[src/rtl/painel_sequenciador.sv]
// painel_sequenciador: command sequencer for the panel's 16-bit load/rotate register.
// Loads a latched message once, then issues single-cycle rotate commands at a fixed
// step rate so the message scrolls across the seven-segment display.
module painel_sequenciador #(
  parameter int unsigned DIV_WIDTH = 24,
  parameter int unsigned STEP_DIV  = 12500000
) (
  input  logic        clk,
  input  logic        rst_n,
  input  logic        start,
  input  logic        stop,
  input  logic        pause,
  input  logic        dir,
  input  logic [4:0]  steps,
  input  logic [15:0] message,
  output logic        ch1,
  output logic        ch0,
  output logic [15:0] cadeiaDeBits,
  output logic        busy,
  output logic        done,
  output logic        step_pulse,
  output logic [3:0]  pos
);

  typedef enum logic [2:0] {
    StIdle,
    StLoad,
    StRun,
    StPause,
    StDone
  } stateT;

  // Register mode encodings
  localparam logic [1:0] ModeHold  = 2'b00;
  localparam logic [1:0] ModeRight = 2'b01;
  localparam logic [1:0] ModeLeft  = 2'b10;
  localparam logic [1:0] ModeLoad  = 2'b11;

  // Divider value shown during a step cycle, and the value one cycle before it.
  // Outputs are registered, so the step is decided on the edge that moves the
  // divider from PreLast to Last.
  localparam logic [DIV_WIDTH-1:0] LastCount = DIV_WIDTH'(STEP_DIV - 1);
  localparam logic [DIV_WIDTH-1:0] PreLast   = DIV_WIDTH'(STEP_DIV - 2);

  stateT                state;
  logic [DIV_WIDTH-1:0] divider;
  logic [4:0]           stepCount;
  logic [4:0]           stepsLatched;
  logic                 dirLatched;
  logic [1:0]           mode;

  assign ch1 = mode[1];
  assign ch0 = mode[0];

  // Whole sequencer: state, divider, counters and every registered output
  always_ff @(posedge clk or negedge rst_n) begin
    if (!rst_n) begin
      state        <= StIdle;
      mode         <= ModeHold;
      cadeiaDeBits <= 16'h0000;
      busy         <= 1'b0;
      done         <= 1'b0;
      step_pulse   <= 1'b0;
      pos          <= 4'd0;
      divider      <= '0;
      stepCount    <= 5'd0;
      stepsLatched <= 5'd0;
      dirLatched   <= 1'b0;
    end else begin
      // Pulses last exactly one cycle unless re-asserted below
      step_pulse <= 1'b0;
      done       <= 1'b0;

      case (state)
        StIdle: begin
          mode <= ModeHold;
          busy <= 1'b0;
          if (start) begin
            state        <= StLoad;
            mode         <= ModeLoad;
            busy         <= 1'b1;
            cadeiaDeBits <= message;
            dirLatched   <= dir;
            stepsLatched <= steps;
            divider      <= '0;
            pos          <= 4'd0;
            stepCount    <= 5'd0;
          end
        end

        StLoad: begin
          mode <= ModeHold;
          if (stop) begin
            state <= StIdle;
            busy  <= 1'b0;
          end else begin
            state <= StRun;
          end
        end

        StRun: begin
          mode <= ModeHold;
          if (stop) begin
            state <= StIdle;
            busy  <= 1'b0;
          end else if (stepsLatched != 5'd0 && stepCount == stepsLatched) begin
            // Final step was issued last cycle
            state <= StDone;
            done  <= 1'b1;
            busy  <= 1'b0;
          end else begin
            divider <= (divider == LastCount) ? '0 : divider + DIV_WIDTH'(1);
            if (pause) begin
              // A due step is held back; divider parks on LastCount so the
              // step fires on release
              state <= StPause;
            end else if (divider == PreLast) begin
              mode       <= dirLatched ? ModeRight : ModeLeft;
              step_pulse <= 1'b1;
              pos        <= dirLatched ? pos - 4'd1 : pos + 4'd1;
              stepCount  <= stepCount + 5'd1;
            end
          end
        end

        StPause: begin
          mode <= ModeHold;
          if (stop) begin
            state <= StIdle;
            busy  <= 1'b0;
          end else if (!pause) begin
            state <= StRun;
            if (divider == LastCount) begin
              // Deferred step; divider stays on LastCount for this step cycle
              mode       <= dirLatched ? ModeRight : ModeLeft;
              step_pulse <= 1'b1;
              pos        <= dirLatched ? pos - 4'd1 : pos + 4'd1;
              stepCount  <= stepCount + 5'd1;
            end
          end
        end

        StDone: begin
          state <= StIdle;
          mode  <= ModeHold;
          busy  <= 1'b0;
        end

        default: begin
          state <= StIdle;
          mode  <= ModeHold;
          busy  <= 1'b0;
        end
      endcase
    end
  end

endmodule

[config.mk]
export PLATFORM = sky130hd
export DESIGN_NAME = painel_sequenciador
export DESIGN_NICKNAME = d
export VERILOG_FILES = /design/src/rtl/painel_sequenciador.sv
export SDC_FILE = /design/constraint.sdc
export NUM_CORES = 1
export LEC_CHECK = 0
export ABC_CLOCK_PERIOD_IN_PS = 6200
export BUFFER_PORTS_ARGS = -buffer_cell sky130_fd_sc_hd__clkbuf_2
export CAP_MARGIN = 20
export CORE_MARGIN = 2
export CORE_UTILIZATION = 60
export DETAILED_ROUTE_END_ITERATION = 10
export GPL_ROUTABILITY_DRIVEN = 1
export GPL_TIMING_DRIVEN = 0
export PLACE_DENSITY = 0.86
export SLEW_MARGIN = 20
export SYNTH_ARGS = -nofsm -noshare
export SYNTH_HDL_FRONTEND = slang
export SYNTH_SLANG_ARGS = --single-unit
[constraint.sdc]
create_clock -name clk -period 6.2 [get_ports clk]
set_input_delay 1.24 -clock clk [delete_from_list [all_inputs] [get_ports clk]]
set_output_delay 1.24 -clock clk [all_outputs]
set_load 0.02 [all_outputs]
==> metrics <==
setup tns final 0 ps; Hold Path Class reg -> reg; final worst-path cycle share 0.454; initial drt markers 212; Slew headroom 0.622; CTS root buf clkbuf_8; CP startpoint start; grt met3 use 0.0807; antenna violations before repair 0; diodes inserted 0; # placed instances around 470; die area 6190 µm²; chip width 78.7 µm; worst r2r src divider[7]; final std cells w/o fill a little under 500; EDFF count, synth 0; fraction of layout cells with a size suffix above 1 0.246; Final Worst Setup Slack between 3000 and 4000 ps; Design Area, Final about 4000 µm²; min Tclk post-route approximately 2800 ps; first-pass GRT wire length around 14,000 µm; Synth area leader dfrtp_1; DP Area between 3000 and 4000 µm²; gr busiest metal met2; Setup Buffers After CTS 0; crit path capture type flip-flop; met2 GRT Util 0.471; Final Max Tran Viols 0; top-count cell post-synth nand2_1; max_cap viols 0; grt met1 use 0.359; FILL cells ~420; HPWL Detailed 5650 µm; CP Cell Sequence clkbuf_2 > nor2b_1 > o21ai_0 > clkbuf_1 > clkbuf_1 > o31ai_1 > a21oi_1; final setup vio count 0; Clock transition at path regs 70 ps; YS warnings 0; Syn Std Cell Area ~3300 µm²; Clock Skews approximately 6.9 ps; cell count after synthesis between 300 and 400; CP Max Fanout 10; synth top area cells dfrtp_1 (47%), nand2_1 (7.8%), mux2_2 (2.7%), a21oi_1 (2.5%), o21ai_0 (2.5%); fin nets between 400 and 500; library cells used by synthesis 64; vias in the first global route 2,962; startpoint types input pin; share of the synthesized area in the top cell type 0.471; Core Region 5440 µm²; WL/cell 16.6 µm; status complete, no violations; WP data required 6470 ps; Syn-to-layout area delta 16.9%; H-tree Lvls 3; final WL 8080 µm; Buf/Inv on CP 3; Rows 27; clock latency on the worst-skew pair 340 ps; Worst-Margin Slew 561 ps; dpl ws 3100 ps; I/O Buffers between 50 and 60; GRT Residual Overflow 0; most frequent CP cell clkbuf_1; unrepaired setup endpoints after global routing false; hold_buf cts 0; I/O pins between 50 and 60; DRC 0; gpl congestion approximately 0.93; number of buffers created by CTS 9; area of the multi-input gates 1630 µm²; via count slightly below 3,000; number of synthesized register bits 63; Reg area about 1600 µm²; Top FF cell, synth dfrtp_1; flop2flop setup slack ~3800 ps; Fin. Hold Viols 0; Pleak around 1.8 nW; CTS tree done; register area share after synthesis 0.471; # resized after CTS 0; kind of critical path in -> reg; CTS max path bufs 2; Routed Antenna Nets 0; Fmax between 300 and 400 MHz; GRT Util Overall 0.285; Avg Inst Size Synth approximately 9.6 µm²; overall die height between 70 and 80 µm; Worst path slowest cell clkbuf_1; WP data arrival just over 3000 ps; Post-synth ARST share 1.00; drt first pass iters 5; Peak VDD IR roughly 200 µV; Post-synth top cells nand2_1 (70), dfrtp_1 (63), a21oi_1 (17), o21ai_0 (17), nor2_1 (13); largest net degree at the start of global routing 37; Initial Util 0.616; hold wc startpoint cadeiaDeBits[5]; CP top delay family buffers and inverters; CTS sink count 63; Pwr per Cell Area slightly below 400 nW/µm²; Vias/cell approximately 6.1; slowest stage delay, CP a little under 500 ps; Syn Nets 380
==> layout make-up <==
cell class / instances / share of cell area
multi-input cells: 258 / 0.416
clock inverters: 6 / 0.0153
flip-flops and latches: 63 / 0.403
clock buffers: 10 / 0.0352
inverters: 11 / 0.0105
plain buffers: 15 / 0.0259
repair buffers: 52 / 0.0710
well taps: 72 / 0.0230
==> worst register-to-register path, cell delays in order, from the launching register on <==
cell     delay, ps
dfrtp_1        440
nor4b_1        460
nand3_1        180
o21ai_0        510
o21a_1         210
buf_4          180
mux2_2         350
==> final timing paths <==
kind / to / cells after the start
worst max-delay path: divider[14] / 7
worst max register to register: stepCount[0] / 6
min in group asynchronous: stepCount[1] / 1
max in group asynchronous: cadeiaDeBits[15] / 2
worst min-delay path: cadeiaDeBits[5] / 2
worst min register to register: cadeiaDeBits[5] / 2
==> flip-flops by register name, summed over array words and instances (netlist names) <==
signal and count:
step_pulse 1, state 3, divider 24, cadeiaDeBits 16, mode 2, done 1, pos 4, busy 1
stepsLatched 5, stepCount 5, dirLatched 1
==> power by group <==
part           total [mW]  switching, mW  internal (mW)  leakage, nW
registers           0.593         0.0826          0.510        0.829
logic               0.555          0.357          0.198        0.825
clock network       0.358          0.164          0.194       0.0981
total                1.51          0.603          0.903         1.75
==> per-stage QoR <==
stage                util  hold WS, ps  power, mW
detailed placement  0.683          465       1.15
finish              0.720          477       1.51
global route        0.720          504       1.60
floorplan               -          485      0.974
CTS                 0.720          481       1.51
global placement    0.679          459       1.12
==> metal layers <==
metal,up-vias,wire [µm]
li1,1400,-
met5,-,0
met4,0,149
met3,15,454
met1,1455,3390
met2,86,4080
==> placed cells by master (no fill, tap or decap), types with 3 or more instances in the layout <==
cell type,n
xor2_1,4
dfrtp_1,63
clkbuf_8,10
o211ai_1,4
nand2_1,70
and4_1,5
nand4_1,8
buf_6,3
and3_1,3
inv_1,11
or4_1,8
ha_1,5
buf_2,3
nor3_1,6
clkbuf_1,5
or4_4,3
clkinv_2,3
mux2_2,8
or3_1,10
a21oi_2,3
or2_2,3
clkbuf_2,50
nor2b_1,3
nor2_1,13
nand3_1,10
a21oi_1,17
nor4_1,3
o31ai_1,11
o21ai_0,17
nand2b_1,4
==> logic make-up after synthesis <==
group,share of synthesized area
AO/OA/AOI/OAI,0.155
XOR/XNOR,0.0131
adder cells (fa/ha/maj),0.0247
buffers and inverters,0.0426
flip-flops,0.471
multiplexers,0.0329
AND/OR/NAND/NOR,0.261
(Power assumes the default switching activity.)
